**src/rtl/alu_pkg.sv**
```systemverilog
// Shared definitions for the sequential ALU: opcode and FSM state enums,
// the divide-by-zero quotient constant and the mul/div opcode decode.
package alu_pkg;

  typedef enum logic [3:0] {
    OP_SUB   = 4'b0000,
    OP_AND   = 4'b0001,
    OP_XOR   = 4'b0010,
    OP_OR    = 4'b0011,
    OP_ADD   = 4'b0111,
    OP_MUL   = 4'b1000,
    OP_MULHU = 4'b1001,
    OP_DIVU  = 4'b1010,
    OP_REMU  = 4'b1011
  } alu_op_e;

  typedef enum logic [1:0] {
    ST_IDLE,
    ST_BUSY,
    ST_DONE
  } alu_state_e;

  // Quotient bit pattern for a zero divisor; replicated to WIDTH where used.
  localparam logic DIVZERO_QUOT = 1'b1;

  // Mul/div sub-op select: bit 1 = divide, bit 0 = high half / remainder.
  localparam int unsigned MD_OP_W = 2;

  // Opcodes 1000..1011 go through the iterative unit.
  function automatic logic is_muldiv(input logic [3:0] op);
    return op[3:2] == 2'b10;
  endfunction

endpackage

```
**src/rtl/seq_muldiv_iter.sv**
```systemverilog
// Radix-2 iterative unsigned multiply / restoring divide.
// Ports:
//   clk, rst        clock, async active-high reset
//   start           load operands and begin WIDTH iterations
//   op[1:0]         00 MUL lo, 01 MUL hi, 10 DIVU, 11 REMU
//   operand1/2      multiplicand/multiplier or dividend/divisor
//   done            high in the cycle whose edge performs the last iteration
//   result          value the last iteration produces (valid while done)
module seq_muldiv_iter
  import alu_pkg::*;
#(
  parameter int unsigned WIDTH = 64
) (
  input  logic               clk,
  input  logic               rst,
  input  logic               start,
  input  logic [MD_OP_W-1:0] op,
  input  logic [WIDTH-1:0]   operand1,
  input  logic [WIDTH-1:0]   operand2,
  output logic               done,
  output logic [WIDTH-1:0]   result
);

  localparam int unsigned CNT_W = $clog2(WIDTH + 1);

  // {hi, lo} is the 2*WIDTH accumulator: product for mul, {remainder, quotient} for div.
  logic [CNT_W-1:0]   count;
  logic [WIDTH-1:0]   hi;
  logic [WIDTH-1:0]   lo;
  logic [WIDTH-1:0]   mcand;
  logic [MD_OP_W-1:0] op_q;
  logic               div0_q;

  logic [WIDTH-1:0]   hi_nxt;
  logic [WIDTH-1:0]   lo_nxt;
  logic [WIDTH:0]     sum;
  logic [WIDTH:0]     rem_sh;

  // One iteration step of either datapath.
  always_comb begin
    sum    = {(WIDTH + 1){1'b0}};
    rem_sh = {(WIDTH + 1){1'b0}};
    hi_nxt = hi;
    lo_nxt = lo;
    if (op_q[1]) begin
      // Restoring divide: shift in next dividend bit, subtract if it fits.
      rem_sh = {hi, lo[WIDTH-1]};
      if (rem_sh >= {1'b0, mcand}) begin
        hi_nxt = WIDTH'(rem_sh - {1'b0, mcand});
        lo_nxt = {lo[WIDTH-2:0], 1'b1};
      end else begin
        hi_nxt = rem_sh[WIDTH-1:0];
        lo_nxt = {lo[WIDTH-2:0], 1'b0};
      end
    end else begin
      // Shift-add: conditionally add multiplicand to the high half, then shift right.
      sum    = {1'b0, hi} + (lo[0] ? {1'b0, mcand} : {(WIDTH + 1){1'b0}});
      hi_nxt = sum[WIDTH:1];
      lo_nxt = {sum[0], lo[WIDTH-1:1]};
    end
  end

  assign done = (count == CNT_W'(1));

  // Result taken from the final step so the caller can register it on the same edge.
  always_comb begin
    case (op_q)
      2'b00:   result = lo_nxt;
      2'b01:   result = hi_nxt;
      2'b10:   result = div0_q ? {WIDTH{DIVZERO_QUOT}} : lo_nxt;
      default: result = hi_nxt;  // remainder; equals the dividend when the divisor is 0
    endcase
  end

  // Operand load and iteration state.
  always_ff @(posedge clk or posedge rst) begin
    if (rst) begin
      count  <= '0;
      hi     <= '0;
      lo     <= '0;
      mcand  <= '0;
      op_q   <= '0;
      div0_q <= 1'b0;
    end else if (start) begin
      count  <= CNT_W'(WIDTH);
      op_q   <= op;
      hi     <= '0;
      lo     <= op[1] ? operand1 : operand2;
      mcand  <= op[1] ? operand2 : operand1;
      div0_q <= (operand2 == '0);
    end else if (count != '0) begin
      count <= count - CNT_W'(1);
      hi    <= hi_nxt;
      lo    <= lo_nxt;
    end
  end

endmodule

```
**src/rtl/seq_alu.sv**
```systemverilog
// Handshaked sequential ALU: single-cycle logic/add/sub ops plus iterative
// unsigned mul/div, with a registered result held until the consumer accepts.
// Ports:
//   clk_in, reset_in        clock, async active-high reset
//   valid_in / ready_out    request handshake (ready_out is combinational)
//   operand1_in/2_in        operands, captured on acceptance
//   aluOpcode_in            operation select; unknown codes execute as ADD
//   valid_out / ready_in    result handshake
//   result_out              registered result
//   zeroFlag_out            registered, result_out == 0
//   carryFlag_out           registered adder carry-out for ADD/SUB, else 0
module seq_alu
  import alu_pkg::*;
#(
  parameter int unsigned WIDTH = 64
) (
  input  logic             clk_in,
  input  logic             reset_in,
  input  logic             valid_in,
  output logic             ready_out,
  input  logic [WIDTH-1:0] operand1_in,
  input  logic [WIDTH-1:0] operand2_in,
  input  logic [3:0]       aluOpcode_in,
  output logic             valid_out,
  input  logic             ready_in,
  output logic [WIDTH-1:0] result_out,
  output logic             zeroFlag_out,
  output logic             carryFlag_out
);

  alu_state_e state;

  logic             accept;
  logic             md_start;
  logic             md_done;
  logic [WIDTH-1:0] md_result;

  logic             sub_op;
  logic [WIDTH-1:0] b_eff;
  logic [WIDTH:0]   add_sum;
  logic [WIDTH-1:0] sc_result;
  logic             sc_carry;

  // Ready when idle, or when the held result is being retired this cycle.
  assign ready_out = (state == ST_IDLE) || ((state == ST_DONE) && ready_in);
  assign accept    = valid_in && ready_out;
  assign md_start  = accept && is_muldiv(aluOpcode_in);

  // Single-cycle ops; ADD and SUB share one adder (SUB = a + ~b + 1).
  always_comb begin
    sub_op    = (aluOpcode_in == OP_SUB);
    b_eff     = sub_op ? ~operand2_in : operand2_in;
    add_sum   = {1'b0, operand1_in} + {1'b0, b_eff} + (WIDTH + 1)'(sub_op);
    sc_carry  = 1'b0;
    case (aluOpcode_in)
      OP_AND:  sc_result = operand1_in & operand2_in;
      OP_OR:   sc_result = operand1_in | operand2_in;
      OP_XOR:  sc_result = operand1_in ^ operand2_in;
      default: begin
        sc_result = add_sum[WIDTH-1:0];
        sc_carry  = add_sum[WIDTH];
      end
    endcase
  end

  seq_muldiv_iter #(
    .WIDTH(WIDTH)
  ) u_muldiv (
    .clk     (clk_in),
    .rst     (reset_in),
    .start   (md_start),
    .op      (aluOpcode_in[MD_OP_W-1:0]),
    .operand1(operand1_in),
    .operand2(operand2_in),
    .done    (md_done),
    .result  (md_result)
  );

  // Control FSM and output registers.
  always_ff @(posedge clk_in or posedge reset_in) begin
    if (reset_in) begin
      state         <= ST_IDLE;
      valid_out     <= 1'b0;
      result_out    <= '0;
      zeroFlag_out  <= 1'b0;
      carryFlag_out <= 1'b0;
    end else begin
      case (state)
        ST_IDLE, ST_DONE: begin
          if (accept) begin
            if (is_muldiv(aluOpcode_in)) begin
              state     <= ST_BUSY;
              valid_out <= 1'b0;
            end else begin
              state         <= ST_DONE;
              valid_out     <= 1'b1;
              result_out    <= sc_result;
              zeroFlag_out  <= (sc_result == '0);
              carryFlag_out <= sc_carry;
            end
          end else if ((state == ST_DONE) && ready_in) begin
            state     <= ST_IDLE;
            valid_out <= 1'b0;
          end
        end
        ST_BUSY: begin
          if (md_done) begin
            state         <= ST_DONE;
            valid_out     <= 1'b1;
            result_out    <= md_result;
            zeroFlag_out  <= (md_result == '0);
            carryFlag_out <= 1'b0;
          end
        end
        default: state <= ST_IDLE;
      endcase
    end
  end

endmodule

```
**config.mk**
```make
export PLATFORM = sky130hd
export DESIGN_NAME = seq_alu
export DESIGN_NICKNAME = d
export VERILOG_FILES = /design/src/rtl/alu_pkg.sv /design/src/rtl/seq_muldiv_iter.sv /design/src/rtl/seq_alu.sv
export SDC_FILE = /design/constraint.sdc
export NUM_CORES = 2
export LEC_CHECK = 0
export CORE_MARGIN = 4
export CORE_UTILIZATION = 40
export CTS_BUF_LIST = sky130_fd_sc_hd__clkbuf_2 sky130_fd_sc_hd__clkbuf_4 sky130_fd_sc_hd__clkbuf_8
export DETAILED_ROUTE_END_ITERATION = 12
export MAX_ROUTING_LAYER = met4
export PLACE_DENSITY = 0.58
export SLEW_MARGIN = 30
export SYNTH_ARGS = -nofsm -noshare
export SYNTH_HDL_FRONTEND = slang
export SYNTH_SLANG_ARGS = --single-unit
```
**constraint.sdc**
```tcl
create_clock -name clk_in -period 9.71 [get_ports clk_in]
set_input_delay 0.971 -clock clk_in [delete_from_list [all_inputs] [get_ports clk_in]]
set_output_delay 0.971 -clock clk_in [all_outputs]
set_load 0.01 [all_outputs]
```
### After elaboration in Yosys (flattened, before gate mapping)

Cells that the tools add are included.

| storage, ports and cells | value |
|---|---|
| bits in registers | 271 |
| input port bits | 136 |
| output and inout port bits | 68 |
| logic and storage cells | 91 |

| cells by class | value |
|---|---|
| add/sub/neg operators | 5 |
| order comparisons | 1 |
| eq/ne operators | 12 |
| multiplexer cells | 40 |
| bitwise operators | 4 |
| reductions and logical operators | 18 |

Operators with widths:

| kind | number |
|---|---|
| 64-bit two-way mux | 15 |
| 64-bit case mux with 2 select lines | 2 |
| 64-bit zero test | 3 |
| 64-bit case mux with 3 select lines | 1 |
| 64-bit by 64-bit adder with 65-bit output | 2 |
| 65-bit by 1-bit adder with 65-bit output | 1 |
| 65-bit by 64-bit greater-or-equal comparator with 1-bit output | 1 |
| 64-bit bitwise AND | 1 |
| 64-bit NOT | 1 |
| 64-bit OR | 1 |
| 64-bit subtractor | 1 |
| 64-bit bitwise XOR | 1 |
| 7-bit two-way mux | 2 |
| 1-bit two-way mux | 12 |
| 4-bit by 2-bit == test with 1-bit output (second input constant) | 2 |
| 2-bit two-way mux | 4 |
| 7-bit by 1-bit == test with 1-bit output (second input constant) | 1 |
| 7-bit nonzero test | 1 |
| 7-bit by 1-bit subtractor with 7-bit output (second input constant) | 1 |
| 2-bit == test (second input constant) | 3 |
| 2-bit != test (second input constant) | 3 |
| 1-bit case mux with 2 select lines | 3 |
| 4-bit by 1-bit == test with 1-bit output (second input constant) | 1 |
| 2-bit zero test | 2 |
| other kinds (12) | 15 |

### Logic depth before layout (Yosys ltp)

| depth | value |
|---|---|
| depth in word-level cells | 9 |
| gate-level depth with buffers | 20 |
| gate-level depth less buffers | 18 |

### By module

A second synthesis with hierarchy kept.

| second synthesis, totals | value |
|---|---|
| cells, all modules | 4,455 |
| area total of the unflattened synthesis | 33,542.2 µm² |

Modules (own cells, without submodules):

| module | times used | cells each | area an instance (µm²) | seq. area each (µm²) |
|---|---|---|---|---|
| seq_muldiv_iter | 1 | 2,730 | 21,149.0 | 5,054.8 |
| seq_alu | 1 | 1,725 | 12,393.1 | 1,726.7 |

### Worst setup path after synthesis

OpenSTA, ideal clock, no wires.

| timing | value |
|---|---|
| path kind | input-to-reg |
| start point | input port aluOpcode_in[1] |
| end point | register zeroFlag_out |
| setup time | 69 ps |
| arrival time | 5,604 ps |
| data required time | 9,641 ps |
| slack | 4,038 ps |
| stages | 20 |
| buffers on the path | 3 |
| path through | or4_1 clkbuf_1 buf_1 xnor2_1 ha_1 clkbuf_1 nand2_1 a211oi_1 a21o_1 o2111ai_1 a2111o_1 and4_1 nor3_1 nor2_1 o21ai_0 xor2_1 a2111o_1 a211oi_1 nand4_1 nand3_1 |

| on the way | value |
|---|---|
| cells in the longest elaborated chain, start to end | 9 |
| elaborated cells on any way between the ends | 12 |
| classes of those cells | add/sub (2); eq/ne (3); mux (5); reduce/logical (2) |

RTL lines:

| element | RTL line | RTL |
|---|---|---|
| start, declared | seq_alu.sv:23 | `input logic [3:0] aluOpcode_in,` |
| 4-bit zero test | seq_alu.sv:51 | `sub_op = (aluOpcode_in == OP_SUB);` |
| 64-bit two-way mux | seq_alu.sv:52 | `b_eff = sub_op ? ~operand2_in : operand2_in;` |
| 64-bit by 64-bit adder with 65-bit output | seq_alu.sv:53 | `add_sum = {1'b0, operand1_in} + {1'b0, b_eff} + (WIDTH + 1)'(sub_op);` |
| 65-bit by 1-bit adder with 65-bit output | seq_alu.sv:53 |  |
| 64-bit case mux with 3 select lines * | seq_alu.sv:55 | `case (aluOpcode_in)` |
| 64-bit zero test * | seq_alu.sv:98 | `zeroFlag_out <= (sc_result == '0);` |
| 1-bit two-way mux * | seq_alu.sv:91 | `if (is_muldiv(aluOpcode_in)) begin` |
| 1-bit two-way mux * | seq_alu.sv:90 | `if (accept) begin` |
| 1-bit case mux with 2 select lines * | seq_alu.sv:88 | `case (state)` |
| end signal, assigned | seq_alu.sv:98 |  |
| end signal, assigned | seq_alu.sv:111 | `zeroFlag_out <= (md_result == '0);` |
| end, declared | seq_alu.sv:27 | `output logic zeroFlag_out,` |

Mark *: on every way between the ends. The rest lies on a longest branch, timed or not. The select of a mux whose other input is x is not followed.
A chain may end at the register's enable or synchronous reset.

### Worst setup path after layout

| timing | value |
|---|---|
| start point | register u_muldiv.mcand[14] |
| end point | register zeroFlag_out |

| on the way | value |
|---|---|
| cells in the longest elaborated chain, start to end | 8 |
| elaborated cells on any way between the ends | 13 |
| classes of those cells | add/sub (2); order compare (1); mux (9); reduce/logical (1) |

RTL lines:

| element | RTL line | RTL |
|---|---|---|
| start, declared | seq_muldiv_iter.sv:30 | `logic [WIDTH-1:0] mcand;` |
| start signal, assigned | seq_muldiv_iter.sv:89 | `mcand <= op[1] ? operand2 : operand1;` |
| 65-bit by 64-bit greater-or-equal comparator with 1-bit output | seq_muldiv_iter.sv:48 | `if (rem_sh >= {1'b0, mcand}) begin` |
| 1-bit two-way mux | seq_muldiv_iter.sv:48 |  |
| 64-bit two-way mux | seq_muldiv_iter.sv:45 | `if (op_q[1]) begin` |
| 64-bit two-way mux | seq_muldiv_iter.sv:70 | `2'b10: result = div0_q ? {WIDTH{DIVZERO_QUOT}} : lo_nxt;` |
| 64-bit case mux with 2 select lines * | seq_muldiv_iter.sv:67 | `case (op_q)` |
| 64-bit zero test * | seq_alu.sv:111 |  |
| 1-bit two-way mux * | seq_alu.sv:107 | `if (md_done) begin` |
| 1-bit case mux with 2 select lines * | seq_alu.sv:88 |  |

Marked as above.

==> run metrics <==
status finished clean; RSZ-0062 raised after global routing no; root buffer cell clkbuf_8; area grow syn2layout 11.9%; CTS max path bufs 3; Remaining DRCs 0; crit end category flop; Distinct cells, synth 111; Worst Hold Launch result_out[34]; syn_area_per_cell 7.37 um2; PD cells 386 nW/um2; Final Cell Area 38300 um2; Pint 6.50 mW; reg2reg setup slack 3.10 ns; ANT nets after route 0; power share of the clock group 9.4%; nets 5112; CP max FO 51; first-pass GRT wire length 220000 um; final worst setup slack 3.10 ns; crit share post-route 68.1%; starting density of the core 40.3%; die width 301 um; Tightest Pin Transition 1.05 ns; clk_lat worst skew 0.70 ns; Ys Warns 0; hold_ws 0.478 ns; r2r startpoint u_muldiv.mcand[14]; crit start category flop; antenna violations before repair 2; IO Pins 204; vias in the first global route 32928; Initial DRC Count 3925; utilization after layout 45.1%; drt first pass iters 5; crit-path cells inv_1, ha_1, nand4_1, nor4_1, nand2_1, nor3_1, a211oi_2, buf_4, nand3_2, buf_12, mux2_1, a221oi_1, nand2b_1, nor4_1, nand4_1, or4_1, nand3_1; fraction of layout cells with a size suffix above 1 5.41%; Multi-input gate area 25400 um2; port buffer count 203; NetSw 8.30 mW; Critical Path AT 7.25 ns; chip height 301 um; Setup CP Type flop to flop; Seq pwr share 16.8%; CTS Hold Bufs 0; dpl cells 5738; slowest CP cell a221oi_1; pre-CTS setup slack 2.48 ns; Row Count 107; Synth Cell Area 34200 um2; fmax 0.151 GHz; Vias per Instance 6.17; clock skew 0.0548 ns; Slew Limit Headroom 29.2%; FF-to-FF End zeroFlag_out; Tmin final 6.61 ns; max-cap violations 0; largest net degree at the start of global routing 266; min-delay worst type flop to flop; Worst Path Required 10.34 ns; fill count 8729; worst reg-to-reg path cell count 17; Placed Area 37000 um2; Primary FF master, synth dfrtp_1; setup TNS 0 ns; post-CTS resize count 0; cts bufs inserted 55; final WL 149000 um; Total Routing Usage GR 32.6%; Vias 36021; post-CTS setup buffer count 0; Hold EP result_out[34]; Switching Share 56.1%; ys async rst share 100%; core area 85000 um2; Gate power share 73.8%; Net Count, Synth 5107; clock-pin transition on the worst setup and hold timing paths 0.07 ns; FF+latch count, synth 271; Final Hold Viols 0; CTS H-tree depth 2; Routability Congestion 1.03; Leak Pwr 17.0 nW; hpwl dp 115000 um; grt ovf 0; Critical Path Max Stage Delay 0.86 ns; VDD IR-drop max 0.208 mV; CTS tree built; FF/Latch Area 6790 um2; Max Transition Viols Final 0; post-DR wirelength/cell 25.5 um; Die ar. 90300 um2; Hold Path Depth 2; Seq/Total Area, Yosys 19.8%; Syn Inst Count 4647; Final Setup Violations 0; Final Power 14.8 mW; total clock sinks 271; Post-synth EDFFs 0; Setup crit start u_muldiv.mcand[14]; Cell Count, Final, Fillers Out 5837
## flip-flops by register name (all words and copies together), names as in the netlist, 2 cells and up
name	cells
result_out	64
u_muldiv.count	7
state	2
u_muldiv.hi	64
u_muldiv.op_q	2
u_muldiv.mcand	64
u_muldiv.lo	64
## Yosys cell counts, types with 38 or more instances
library cell | instances | area share, %
inv_1 | 254 | 2.8
a21o_1 | 86 | 1.9
clkbuf_1 | 231 | 2.5
xor2_1 | 57 | 1.5
a211oi_1 | 84 | 1.8
dfrtp_1 | 271 | 20
nor2_1 | 408 | 4.5
nor3_1 | 83 | 1.2
o211ai_1 | 123 | 2.7
a21oi_1 | 396 | 5.8
mux2i_1 | 234 | 6.8
a31oi_1 | 63 | 1.2
xnor2_1 | 150 | 3.8
nand4_1 | 71 | 1.3
o21ai_0 | 387 | 5.7
nand2_1 | 540 | 5.9
nor4_1 | 52 | 0.95
ha_1 | 321 | 12
o21bai_1 | 39 | 0.86
and2_1 | 84 | 1.5
and3_1 | 38 | 0.69
buf_1 | 50 | 0.55
o21a_1 | 40 | 0.88
nand3_1 | 70 | 1.0
## layout by cell type (no fill, tap or decap), types with 57 or more instances in the layout
master	n
nand2_1	538
nor2_1	405
a21oi_1	396
o21ai_0	387
ha_1	321
dfrtp_1	269
inv_1	252
mux2i_1	234
clkdlybuf4s50_1	201
xnor2_1	150
o211ai_1	123
a21o_1	86
and2_1	84
a211oi_1	84
nor3_1	83
clkbuf_8	76
nand4_1	71
nand3_1	69
a31oi_1	63
xor2_1	57
## area by class of cell
type / count / area share, %
multi-input cells: 3815 / 66.2
flip-flops and latches: 271 / 17.7
repair buffers: 255 / 6.49
well taps: 1144 / 3.74
clock buffers: 83 / 2.87
inverters: 254 / 2.51
clock inverters: 14 / 0.447
diodes: 1 / 0.00653
## power groups by stage
stage | logic [mW] | registers (mW) | clock network [mW]
CTS | 10.6 | 2.43 | 1.41
global placement | 10.5 | 2.45 | 0
global route | 11.8 | 2.53 | 1.46
finish | 10.9 | 2.48 | 1.39
floorplan | 7.29 | 2.15 | 0
detailed placement | 10.5 | 2.45 | 0
## per-layer routing
layer,part of all wire [%],up-vias,track usage (%)
li1,-,16944,-
met1,48,17259,49.2
met2,40,1585,44.5
met3,8.0,233,3.79
met4,4.1,0,11.3
met5,0,-,-
## cell families after synthesis
logic type,share of synthesized area [%]
adder cells (fa/ha/maj),11.9
multiplexers,7.51
buffers and inverters,6.34
XOR/XNOR,5.29
flip-flops,19.8
AO/OA/AOI/OAI,28.8
AND/OR/NAND/NOR,20.4
## critical path: cells and delay by family (launching register included)
kind | cells | cell delay (ns)
compound gates | 2 | 0.91
fa+ha+maj | 1 | 0.45
buf+inv | 3 | 0.66
flops | 1 | 0.42
mux | 1 | 0.46
simple gates | 10 | 3.58
## worst max path at each step
stage / to / slack, ns
2_1_floorplan: carryFlag_out / 1.27
6_report: zeroFlag_out / 3.10
5_1_grt: zeroFlag_out / 2.80
4_1_cts: zeroFlag_out / 3.22
3_3_place_gp: zeroFlag_out / 2.51
3_5_place_dp: zeroFlag_out / 2.48
Power figures use the tool's default switching activity.
